`config.mk`:
```
export PLATFORM = sky130hd
export DESIGN_NAME = down_count_timer
export DESIGN_NICKNAME = d
export VERILOG_FILES = /design/src/rtl/down_count_timer.sv
export SDC_FILE = /design/constraint.sdc
export NUM_CORES = 1
export LEC_CHECK = 0
export CAP_MARGIN = 15
export CORE_ASPECT_RATIO = 0.8
export CORE_MARGIN = 2
export CORE_UTILIZATION = 40
export CTS_BUF_LIST = sky130_fd_sc_hd__clkbuf_2 sky130_fd_sc_hd__clkbuf_4 sky130_fd_sc_hd__clkbuf_8
export CTS_CLUSTER_DIAMETER = 200
export DETAILED_ROUTE_END_ITERATION = 16
export GPL_TIMING_DRIVEN = 0
export HOLD_SLACK_MARGIN = 0.05
export MAX_ROUTING_LAYER = met4
export PLACE_DENSITY = 0.75
export SLEW_MARGIN = 0
export SYNTH_ARGS = -nofsm -noshare
export SYNTH_HDL_FRONTEND = slang
export SYNTH_SLANG_ARGS = --single-unit
```
`constraint.sdc`:
```
create_clock -name clk -period 1.54 [get_ports clk]
set_input_delay 0.308 -clock clk [delete_from_list [all_inputs] [get_ports clk]]
set_output_delay 0.308 -clock clk [all_outputs]
set_load 0.01 [all_outputs]
```
`src/rtl/down_count_timer.sv`:
```
// Loadable down-counter with a one-cycle done pulse on expiry.
// Define AUTO_RELOAD_EN for periodic mode (reload on expiry); otherwise one-shot.
module down_count_timer #(
    parameter int WIDTH = 8
) (
    input  logic             clk,
    input  logic             reset,
    input  logic             load,
    input  logic [WIDTH-1:0] load_val,
    input  logic             count,
    output logic [WIDTH-1:0] out,
    output logic             busy,
    output logic             zero,
    output logic             done
);

    typedef enum logic {
        IDLE  = 1'b0,
        COUNT = 1'b1
    } state_t;

    state_t           state;
    logic [WIDTH-1:0] reload_reg;

    // load beats count; expiry is the COUNT-state decrement step from 1
    always_ff @(posedge clk or posedge reset) begin
        if (reset) begin
            out        <= '0;
            reload_reg <= '0;
            state      <= IDLE;
            busy       <= 1'b0;
            done       <= 1'b0;
        end else begin
            done <= 1'b0;
            if (load) begin
                out        <= load_val;
                reload_reg <= load_val;
                if (load_val != '0) begin
                    state <= COUNT;
                    busy  <= 1'b1;
                end else begin
                    state <= IDLE;
                    busy  <= 1'b0;
                end
            end else if (state == COUNT && count) begin
                if (out > WIDTH'(1)) begin
                    out <= out - WIDTH'(1);
                end else begin
                    done <= 1'b1;
`ifdef AUTO_RELOAD_EN
                    out  <= reload_reg;
`else
                    out   <= '0;
                    state <= IDLE;
                    busy  <= 1'b0;
`endif
                end
            end
        end
    end

    assign zero = (out == '0);

endmodule

```
==> impl_metrics.env <==
export IMPL_ys_warnings_count=0
export IMPL_root_buffer="clkbuf_4"
export IMPL_synthCells=80
export IMPL_fin_crit_sh=1.05
export IMPL_startpoint="out[4]"
export IMPL_synth_top_cell_area_share=0.375
export IMPL_yosysMostFrequentCell="dfrtp_1"
export IMPL_fin_total_pwr_uw=855
export IMPL_fin_skew_ns=0.00471
export IMPL_async_flop_share=1.00
export IMPL_syn_area_per_cell_um2=8.34
export IMPL_synth_top_flop_cell="dfrtp_1"
export IMPL_rsz0062_at_grt="true"
export IMPL_vias=794
export IMPL_synth_top_cell_by_area="dfrtp_1"
export IMPL_ff2ff_path_depth=6
export IMPL_synth_distinct_cells=32
export IMPL_drt_pre_antenna_iters=4
export IMPL_synth_fa_ha_area_frac=0.0563
export IMPL_violations="setup timing"
export IMPL_ios=23
export IMPL_track_usage=0.232
export IMPL_area_delta_synth_final_pct=69.6
export IMPL_post_drt_wl_per_cell_um=15.6
export IMPL_fp_dieArea_mm2=0.00201
export IMPL_gp_congestion=0.801
export IMPL_clk_latency_ns=0.28
export IMPL_drive_gt1_frac=0.333
export IMPL_finalSetupViolations=2
export IMPL_synth_edff_count=0
export IMPL_ir_worst_vdd_mv=0.482
export IMPL_routed_via_density=5.71
export IMPL_grt_antenna_before_repair=0
export IMPL_route_detailed_drc=0
export IMPL_antenna_cells=0
export IMPL_finish_net_count=134
export IMPL_clockBufferDepth=2
export IMPL_final_max_slew_violation_count=0
export IMPL_dpl_hpwl_um=1350
export IMPL_grt_pass1_wl_um=3230
export IMPL_final_fill_count=130
export IMPL_ant_nets=0
export IMPL_overflow=0
export IMPL_path_max_fanout=2
export IMPL_synth_compound_area_frac=0.233
export IMPL_synth_top_family_by_area="simple AND/OR/NAND/NOR gates"
export IMPL_clk_pin_slew_worst_paths_ns=0.07
export IMPL_crit_path_start_kind="register"
export IMPL_die_w_um=49.7
export IMPL_initial_core_util=0.418
export IMPL_grt_max_degree=11
export IMPL_die_height_um=40.5
export IMPL_yosys_area_share_simple=0.257
export IMPL_cts_sinks=10
export IMPL_synth_xor_area_frac=0
export IMPL_core_area_mm2=0.00159
export IMPL_power_leakage_uw=0.000493
export IMPL_dr_first_iter_drc_count=22
export IMPL_endpoint="zero"
export IMPL_worstSetupEndpointType="output port"
export IMPL_setup_ws_ns=-0.0804
export IMPL_finalNonFillerCells=139
export IMPL_reg2reg_setup_slack_ns=0
export IMPL_synthMuxAreaShare=0.0150
export IMPL_grt_pass1_vias=715
export IMPL_timing_hold_violations_final=0
export IMPL_dp_cells=124
export IMPL_worstMarginPinSlew_ns=0.422
export IMPL_slew_headroom=0.719
export IMPL_hp_class="input pin to async pin"
export IMPL_synth_seq_cells=10
export IMPL_rows=13
export IMPL_required_ns=1.23
export IMPL_htree_levels=1
export IMPL_synth_net_count=95
export IMPL_synth_area_um2=667
export IMPL_netlist_top_cells_area="dfrtp_1, o21ai_0, ha_1"
export IMPL_pwr_density_cell_mw_per_mm2=756
export IMPL_final_cell_area_mm2=0.00113
export IMPL_min_period_ns=1.62
export IMPL_r2r_start="out[4]"
export IMPL_cts_buffers=3
export IMPL_criticalPathCategory="register to output port"
export IMPL_cts_tree="done"
export IMPL_io_buffers=22
export IMPL_outcome="finished with violations"
export IMPL_cts_hold_buf=0
export IMPL_wl_um=2170
export IMPL_synthTopCellsByCount="dfrtp_1, o21ai_0, a21oi_1, inv_1, nand2_1"
export IMPL_r2r_end="out[6]"
export IMPL_maxCapViolCount=0
export IMPL_placed_area_um2=915
export IMPL_crit_arrival_ns=1.31
export IMPL_yosysSeqAreaShare=0.375
export IMPL_fmaxAchievable_ghz=0.617
-- power breakdown --
part	leakage, uW	internal, uW	switching [uW]
clock network	0.0000138	90.8	99.9
registers	0.000117	289	35.7
logic	0.000363	172	167
total	0.000493	552	302
-- final cells by class --
class | instances | area (um2) | area share
sequential | 10 | 255 | 0.226
tap | 22 | 27.5 | 0.0243
multi-input combinational | 59 | 462 | 0.408
timing repair buffer | 34 | 310 | 0.274
buffer | 4 | 27.5 | 0.0243
inverter | 7 | 26.3 | 0.0232
clock buffer | 3 | 22.5 | 0.0199
-- placed cells by master (no fill, tap or decap), types with 2 or more instances in the layout --
master / instances
dlygate4sd2_1: 4
buf_2: 2
a21oi_1: 6
o21ai_1: 6
nand2_1: 6
clkdlybuf4s50_1: 13
dlymetal6s2s_1: 4
o21ai_0: 4
clkbuf_4: 3
buf_4: 12
ha_1: 2
dfrtp_2: 4
a31oi_1: 2
dfrtp_1: 6
nor4_4: 2
nor2_1: 3
inv_1: 5
inv_2: 2
or4_1: 2
nor3_1: 3
-- routing by layer --
metal,up-vias,GRT usage,routed length (um)
met5,-,-,0
met4,0,0.132,76
met3,9,0.0672,144
met2,38,0.357,1050
met1,375,0.278,896
li1,372,-,-
-- stage by stage --
| step | setup slack, ns | hold WS, ns | setup TNS, ns | util |
|---|---|---|---|---|
| finish | -0.0804 | 0.317 | -0.0827 | 0.710 |
| global route | -0.144 | 0.365 | -0.432 | 0.710 |
| CTS | -0.143 | 0.351 | -0.180 | 0.661 |
| detailed placement | -0.345 | 0.592 | -1.38 | 0.574 |
| global placement | -0.365 | 0.572 | -1.05 | 0.574 |
| floorplan | 0.0107 | 0.148 | 0 | - |
-- state kept, by name (all words and copies together) (netlist names) --
signal and cells:
state 1, out 8, done 1
-- cell families after synthesis --
logic type                 after synthesis
and+or+nand+nor                         29
AOI/OAI and AO/OA                       26
buffers and inverters                   11
DFF                                     10
adders and majority gates                3
muxes                                    1
-- repair_timing --
item | CTS | global route
buffers inserted | 9 | 3
pin swaps | 7 | 7
gates resized for setup | 26 | 17
endpoints found under the setup margin | 16 | 14
-- worst min-delay path by stage --
stage / slack, ns / end / cells past startpoint
finish: 0.32 / out[7] / 2
global route: 0.37 / done / 2
CTS: 0.35 / state / 2
detailed placement: 0.59 / out[7] / 2
global placement: 0.57 / out[7] / 2
floorplan: 0.15 / done / 1
-- worst max-delay path: stages, from the launching register on --
cell     delay, ns
dfrtp_2       0.42
nor4_4        0.30
and3_1        0.18
buf_2         0.12
Power figures use the tool's default switching activity.
==> RTL edit (same settings) <==
Register the output `zero`, without a reset; this adds one clock of latency there. The other outputs are not delayed to match.
--- a/src/rtl/down_count_timer.sv
+++ b/src/rtl/down_count_timer.sv
@@ -59,7 +59,9 @@
         end
     end
 
-    assign zero = (out == '0);
+    always_ff @(posedge clk) begin
+        zero <= (out == '0);
+    end
 
 endmodule
 
Behaviour: not the same (a bounded check fails within 4 cycles, from zero or initial values and one cycle with reset high).
==> RTL edit against the original RTL <==
Via count grew 6.9%. Critical path depth grew 1. Sequential cell count grew 1. Power grew 8.5%. Worst setup slack lost 4.1 ps. Clock skew grew 1.5 ps. Synthesized area grew 3.0%. Cell area grew 4.0%. The run still ends with negative setup slack left. Wire length grew 10%. Maximum frequency shrank 0.25%.
==> RTL edit: results <==
export IMPL_place_ws_ps=-166
export IMPL_irDropWorstVdd_uv=667
export IMPL_max_slew_margin_rel_pct=68.2
export IMPL_path_max_fanout=5
export IMPL_gp_congestion=0.793
export IMPL_setup_ws_ps=-84.5
export IMPL_wl_met1_um=990
export IMPL_dr_pass1_iters=5
export IMPL_yosysUniqueCellTypes=33
export IMPL_leakage_nw=0.508
export IMPL_status="finished, violations left"
export IMPL_worstPathArrival_ps=1770
export IMPL_fillers=117
export IMPL_failed_checks="negative setup slack"
export IMPL_synthArstFlopShare_pct=90.9
export IMPL_track_usage_pct=23.8
export IMPL_vias=849
export IMPL_finalNetCount=140
export IMPL_setup_viol=5
export IMPL_synth_fp_nets=96
export IMPL_crit_path_top_delay_cell="or3_4"
export IMPL_synth_compound_area_share_pct=22.6
export IMPL_placed_cells=125
export IMPL_via_per_inst=5.82
export IMPL_synth_adder_area_share_pct=5.46
export IMPL_fin_skew_ps=6.23
## RTL edit: power groups by stage
stage | Combinational [mW] | Sequential, mW | Clock, mW
2_1_floorplan | 0.114 | 0.359 | 0
3_3_place_gp | 0.230 | 0.352 | 0
3_5_place_dp | 0.234 | 0.354 | 0
4_1_cts | 0.323 | 0.340 | 0.226
5_1_grt | 0.392 | 0.347 | 0.240
6_report | 0.367 | 0.343 | 0.218
## RTL edit: per-layer routing
| metal | up-vias | global-route usage [%] |
|---|---|---|
| li1 | 389 | - |
| met1 | 397 | 25.4 |
| met2 | 48 | 43.8 |
| met3 | 15 | 7.66 |
| met4 | 0 | 7.43 |
| met5 | - | - |
## RTL edit: final timing paths
kind,end,startpoint,cells past startpoint,slack [ps]
min,out[7],reset,2,320
min reg2reg,state,state,2,600
max in group asynchronous,out[6],reset,2,910
min in group clk,state,state,2,600
max reg2reg,out[5],out[1],4,-80
max,out[5],out[1],4,-80
## RTL edit: repair_timing
item | CTS | global route
endpoints found under the setup margin | 16 | 11
hold buffers | 0 | 0
pin swaps | 6 | 9
setup buffers | 15 | 2
hold endpoints to repair | 0 | 0
gates resized for setup | 21 | 12
## RTL edit: cells by family (layout without fill, tap and decap cells)
| group | count (synthesis) | in the layout |
|---|---|---|
| AND/OR/NAND/NOR | 29 | 29 |
| flip-flops | 11 | 11 |
| buffers and inverters | 11 | 54 |
| adder cells (fa/ha/maj) | 3 | 3 |
| AO/OA/AOI/OAI | 26 | 26 |
| multiplexers | 1 | 1 |
## RTL edit: worst register-to-register path, stage by stage, from the launching register on
cell and delay, ps:
dfrtp_1 410, or3_4 430, or3_4 350, a21oi_2 180, o311ai_2 130
## RTL edit: final cells by class
| cell class | instances | area (um2) | share of cell area (%) |
|---|---|---|---|
| multi-input cells | 59 | 438 | 37.2 |
| repair buffers | 39 | 353 | 30.0 |
| flip-flops and latches | 11 | 275 | 23.4 |
| clock buffers | 4 | 30.0 | 2.55 |
| well taps | 22 | 27.5 | 2.34 |
| plain buffers | 4 | 26.3 | 2.23 |
| inverters | 7 | 26.3 | 2.23 |
## RTL edit: through the flow
step	power (mW)	area [um2]
6_report	0.928	1180
2_1_floorplan	0.473	687
5_1_grt	0.979	1180
4_1_cts	0.889	1120
3_3_place_gp	0.582	935
3_5_place_dp	0.588	935
